### config.mk
export PLATFORM = sky130hd
export DESIGN_NAME = vwiden_stream
export DESIGN_NICKNAME = d
export VERILOG_FILES = /design/src/rtl/vlite_pkg.sv /design/src/rtl/vwiden_half.sv /design/src/rtl/vwiden_stream.sv
export SDC_FILE = /design/constraint.sdc
export NUM_CORES = 1
export LEC_CHECK = 0
export ABC_CLOCK_PERIOD_IN_PS = 6900
export CAP_MARGIN = 20
export CORE_UTILIZATION = 30
export CTS_CLUSTER_SIZE = 8
export DETAILED_ROUTE_END_ITERATION = 12
export SLEW_MARGIN = 20
export SYNTH_ARGS = -nofsm -noshare
export SYNTH_HDL_FRONTEND = slang
export SYNTH_SLANG_ARGS = --single-unit
### constraint.sdc
create_clock -name clk -period 6.9 [get_ports clk]
set_input_delay 1.38 -clock clk [delete_from_list [all_inputs] [get_ports clk]]
set_output_delay 1.38 -clock clk [all_outputs]
set_load 0.03 [all_outputs]
### src/rtl/vlite_pkg.sv
// Shared definitions for the vector-lite stream blocks: FSM encoding and element-width codes.
package vlite_pkg;

    typedef enum logic [1:0] {
        ST_IDLE = 2'd0,
        ST_LO   = 2'd1,
        ST_HI   = 2'd2
    } state_t;

    localparam logic [1:0] SEW8  = 2'd0;
    localparam logic [1:0] SEW16 = 2'd1;
    localparam logic [1:0] SEW32 = 2'd2;
    localparam logic [1:0] SEW64 = 2'd3;

    // 64-bit elements cannot widen further, so they keep their own code.
    function automatic logic [1:0] widen_sew(input logic [1:0] sew);
        return (sew == SEW64) ? SEW64 : sew + 2'd1;
    endfunction

endpackage

### src/rtl/vwiden_half.sv
// Selects one half of a narrow operand and sign/zero-extends each element into a 2x-wide slot.
module vwiden_half
    import vlite_pkg::*;
#(
    parameter int DATA_WIDTH = 64
) (
    input  logic [DATA_WIDTH-1:0] src,
    input  logic                  half,
    input  logic [1:0]            sew,
    input  logic                  is_signed,
    output logic [DATA_WIDTH-1:0] dst
);

    localparam int HALF_WIDTH = DATA_WIDTH / 2;

    logic [HALF_WIDTH-1:0] half_bits;

    assign half_bits = half ? src[DATA_WIDTH-1:HALF_WIDTH] : src[HALF_WIDTH-1:0];

    // NOTE: every always_comb output gets a default first so no path can infer a latch.
    always_comb begin
        dst = '0;
        case (sew)
            SEW8: begin
                for (int i = 0; i < DATA_WIDTH / 16; i++)
                    dst[16*i +: 16] = {{8{is_signed & half_bits[8*i+7]}}, half_bits[8*i +: 8]};
            end
            SEW16: begin
                for (int i = 0; i < DATA_WIDTH / 32; i++)
                    dst[32*i +: 32] = {{16{is_signed & half_bits[16*i+15]}}, half_bits[16*i +: 16]};
            end
            SEW32: begin
                for (int i = 0; i < DATA_WIDTH / 64; i++)
                    dst[64*i +: 64] = {{32{is_signed & half_bits[32*i+31]}}, half_bits[32*i +: 32]};
            end
            default: dst = src;
        endcase
    end

endmodule

### src/rtl/vwiden_stream.sv
// Streaming vector widener: each request becomes a LO and (usually) a HI result beat with doubled SEW.
module vwiden_stream
    import vlite_pkg::*;
#(
    parameter int DATA_WIDTH    = 64,
    parameter int BE_WIDTH      = DATA_WIDTH / 8,
    parameter int SEW_WIDTH     = 2,
    parameter int SKIP_EMPTY_HI = 1
) (
    input  logic                  clk,
    input  logic                  rst,
    input  logic                  in_valid,
    output logic                  in_ready,
    input  logic [DATA_WIDTH-1:0] in_vec0,
    input  logic [DATA_WIDTH-1:0] in_vec1,
    input  logic [BE_WIDTH-1:0]   in_be,
    input  logic [SEW_WIDTH-1:0]  in_sew,
    input  logic                  in_signed,
    output logic                  out_valid,
    input  logic                  out_ready,
    output logic [DATA_WIDTH-1:0] out_vec0,
    output logic [DATA_WIDTH-1:0] out_vec1,
    output logic [BE_WIDTH-1:0]   out_be,
    output logic [SEW_WIDTH-1:0]  out_sew,
    output logic                  out_last
);

    localparam int BE_HALF = BE_WIDTH / 2;

    state_t                state, state_next;
    logic [DATA_WIDTH-1:0] vec0_q, vec1_q;
    logic [BE_WIDTH-1:0]   be_q;
    logic [SEW_WIDTH-1:0]  sew_q;
    logic                  signed_q;

    logic                  accept, consume, need_hi, is_wide64;
    logic [BE_HALF-1:0]    be_half;
    logic [BE_WIDTH-1:0]   be_wide;

    assign accept    = in_valid & in_ready;
    assign consume   = out_valid & out_ready;
    assign is_wide64 = (sew_q == SEW_WIDTH'(SEW64));
    // An empty upper byte-enable half makes the HI beat pointless when skipping is enabled.
    assign need_hi   = !is_wide64 &&
                       !((SKIP_EMPTY_HI != 0) && (be_q[BE_WIDTH-1:BE_HALF] == '0));

    // NOTE: sequential state uses non-blocking assignments so every register samples pre-edge values.
    always_ff @(posedge clk or posedge rst) begin
        if (rst) begin
            state <= ST_IDLE;
        end else begin
            state <= state_next;
        end
    end

    always_ff @(posedge clk or posedge rst) begin
        if (rst) begin
            vec0_q   <= '0;
            vec1_q   <= '0;
            be_q     <= '0;
            sew_q    <= '0;
            signed_q <= 1'b0;
        end else if (accept) begin
            vec0_q   <= in_vec0;
            vec1_q   <= in_vec1;
            be_q     <= in_be;
            sew_q    <= in_sew;
            signed_q <= in_signed;
        end
    end

    always_comb begin
        state_next = state;
        case (state)
            ST_IDLE: if (accept) state_next = ST_LO;
            ST_LO: begin
                if (consume) begin
                    if (need_hi)     state_next = ST_HI;
                    else if (accept) state_next = ST_LO;
                    else             state_next = ST_IDLE;
                end
            end
            ST_HI: begin
                if (consume) state_next = accept ? ST_LO : ST_IDLE;
            end
            default: state_next = ST_IDLE;
        endcase
    end

    always_comb begin
        out_valid = (state == ST_LO) || (state == ST_HI);
        out_last  = (state == ST_HI) || ((state == ST_LO) && !need_hi);
        // Accepting is only safe once the final beat of the current request is leaving.
        in_ready  = !rst && ((state == ST_IDLE) || (out_ready && out_last));
    end

    always_comb begin
        be_half = (state == ST_HI) ? be_q[BE_WIDTH-1:BE_HALF] : be_q[BE_HALF-1:0];
        be_wide = '0;
        for (int k = 0; k < BE_HALF; k++)
            be_wide[2*k +: 2] = {2{be_half[k]}};
    end

    assign out_be  = is_wide64 ? be_q : be_wide;
    assign out_sew = out_valid ? SEW_WIDTH'(widen_sew(sew_q[1:0])) : '0;

    vwiden_half #(.DATA_WIDTH(DATA_WIDTH)) u_half_vec0 (
        .src       (vec0_q),
        .half      (state == ST_HI),
        .sew       (sew_q[1:0]),
        .is_signed (signed_q),
        .dst       (out_vec0)
    );

    vwiden_half #(.DATA_WIDTH(DATA_WIDTH)) u_half_vec1 (
        .src       (vec1_q),
        .half      (state == ST_HI),
        .sew       (sew_q[1:0]),
        .is_signed (signed_q),
        .dst       (out_vec1)
    );

endmodule

==> impl_metrics.ini <==
[critical_path]
r2r_cells = 5
r2r_setup_slack_ps = 3350
worst-setup-path-type = reg -> out
start_kind = flop
cp_max_fo = 42
critical_path_required_ps = 5520
r2r-start = sew_q[1]
r2r_end = vec0_q[59]
cp.arrival_ps = 3990
cp-end-kind = primary output

[timing]
tightest_slew_ps = 963
min_period_over_period_pct = 77.8
finalSetupViolCount = 0
timing.fmax_mhz = 186
finalCriticalPeriod_ps = 5370
finalHoldViolCount = 0
rsz0062_at_grt = false
fin_worst_skew_ps = 19.4
final.setup.tns_ps = 0
slew_headroom_pct = 35.3
drv_slew = 0

[global_route]
grt_start_max_net_pins = 62
grt.total_usage_pct = 21.1
antenna_found_initial = 2
grt_first_pass_wirelength_um = 47300
grt_overflow = 0
grt_pass1_vias = 7288

[drt]
first_iter_violations = 531
dr.pass1.iters = 6
viasPerCell = 5.03
postRouteAntennaNets = 0
finalWirelength_um = 31600
drc = 0
wl_per_cell_um = 22.3
vias = 7110

[synthesis]
synthDominantCellAreaShare_pct = 40.3
synthTopCellsByArea = dfrtp_1 40%, mux2_4 17%, mux2_2 12%, nand2_1 3.4%, mux2i_1 2.7%
yosysWarnings = 0
synth-edff-count = 0
avgSynthCellArea_um2 = 11.5
ys_ff_latch = 141
yosysSeqAreaShare_pct = 40.3
syn_nets = 911
synth_flop_cell = dfrtp_1
yosysTopAreaCell = dfrtp_1
syn_area_mm2 = 0.00876
synthArstFlopShare_pct = 100
ys_types = 48
syn_inst = 764

[placement]
place_inst = 1379
io_buffer_count = 283
dpl_cell_area_mm2 = 0.0117
gp_congestion = 0.883
hpwl_um = 23600

[layout]
fin_area_mm2 = 0.0123
num-nets-final = 1162
final_cell_mix = 283 x clkdlybuf4s50_1, 139 x dfrtp_1, 99 x mux2_4
syn_to_final_growth_pct = 40.5
drive_above_1_share_pct = 24.4
final_cells = 1414
multi_input_area_mm2 = 0.00478
regArea_mm2 = 0.00353
final_common_cell = clkdlybuf4s50_1
fillerInstances = 2749

[clock_tree]
clk_pin_slew_ps = 70
cts_root_buf = clkbuf_16
ctsHoldBuffers = 0
clkSinkCount = 141
cts_buffers = 17
cts_setup_buffers = 0
cts_tree = yes
clk_path_buf_depth = 2
cts.htree.levels = 4
ctsResizeCount = 0
clkLatencyLatePin_ps = 440

[die]
start_util_pct = 30.5
die_x_um = 173
die_h_um = 173
die_area_mm2 = 0.0299
io_pins = 284
core_area_mm2 = 0.0287
num_rows = 62

[hold_path]
holdPathStages = 1
hold_path.startpoint = vec1_q[5]
hold_path_class = reg -> reg
hold_path_end = vec1_q[5]

[run]
max_cap_viol_count = 0

[run_status]
status = completed
routing by layer:
metal | part of all wire [%] | wire length, um | GRT usage (%) | vias up
met1 | 45 | 14300 | 28.8 | 3459
li1 | - | - | - | 3302
met5 | 0 | 0 | 0 | -
met4 | 3.2 | 1010 | 8.44 | 0
met2 | 44 | 14000 | 31.7 | 311
met3 | 6.9 | 2190 | 5.78 | 38
state kept, by name, summed over array words and instances, names as in the netlist:
register,count
state,2
be_q,8
vec1_q,64
signed_q,1
sew_q,2
vec0_q,64
Yosys cell counts (all sizes together) (9+ instances only):
cell type,n
o211ai,11
o21ai,24
nand2,80
clkbuf,29
a2bb2oi,15
a21oi,33
mux2,192
nor2,42
o22ai,27
mux2i,24
a21o,23
dfrtp,141
nor2b,17
buf,32
a211oi,9
a31oi,11
logic make-up after synthesis:
logic type	share of synthesized area [%]
muxes	31.7
AOI/OAI and AO/OA	14.3
and+or+nand+nor	7.54
DFF	40.3
buffers and inverters	5.43
adders and majority gates	0.685
xor gates and xnor gates	0.100
critical path: stages, from the launching register on:
cell and delay [ps]:
dfrtp_1 400, inv_1 140, ha_4 590, buf_4 460, mux2i_1 330, a2bb2oi_1 720, a21oi_1 230, clkdlybuf4s50_1 640
stage by stage:
step	setup slack, ps	utilization, %	hold WS, ps
finish	1530	42.9	507
global route	1360	42.9	524
CTS	1540	42.8	513
detailed placement	2010	40.9	490
global placement	2070	40.9	488
floorplan	615	-	477
final cells by class:
type,count,share of cell area (%)
diodes,2,0.0407
clock buffers,17,3.46
clock inverters,15,1.02
inverters,7,0.254
multi-input cells,555,38.9
flip-flops and latches,141,28.7
well taps,384,3.90
repair buffers,293,23.8
worst max-delay path by stage:
stage / startpoint / to / slack (ps) / depth (start not counted)
2_1_floorplan: rst / in_ready / 610 / 2
3_3_place_gp: state[0] / out_vec0[47] / 2070 / 7
3_5_place_dp: state[0] / out_vec0[47] / 2010 / 7
4_1_cts: state[0] / out_vec0[47] / 1540 / 7
5_1_grt: sew_q[1] / out_vec0[13] / 1360 / 6
6_report: state[0] / out_vec0[47] / 1530 / 7
Power is not shown: default switching activity piles up to over one toggle a cycle in this logic, so the estimate is an artifact.
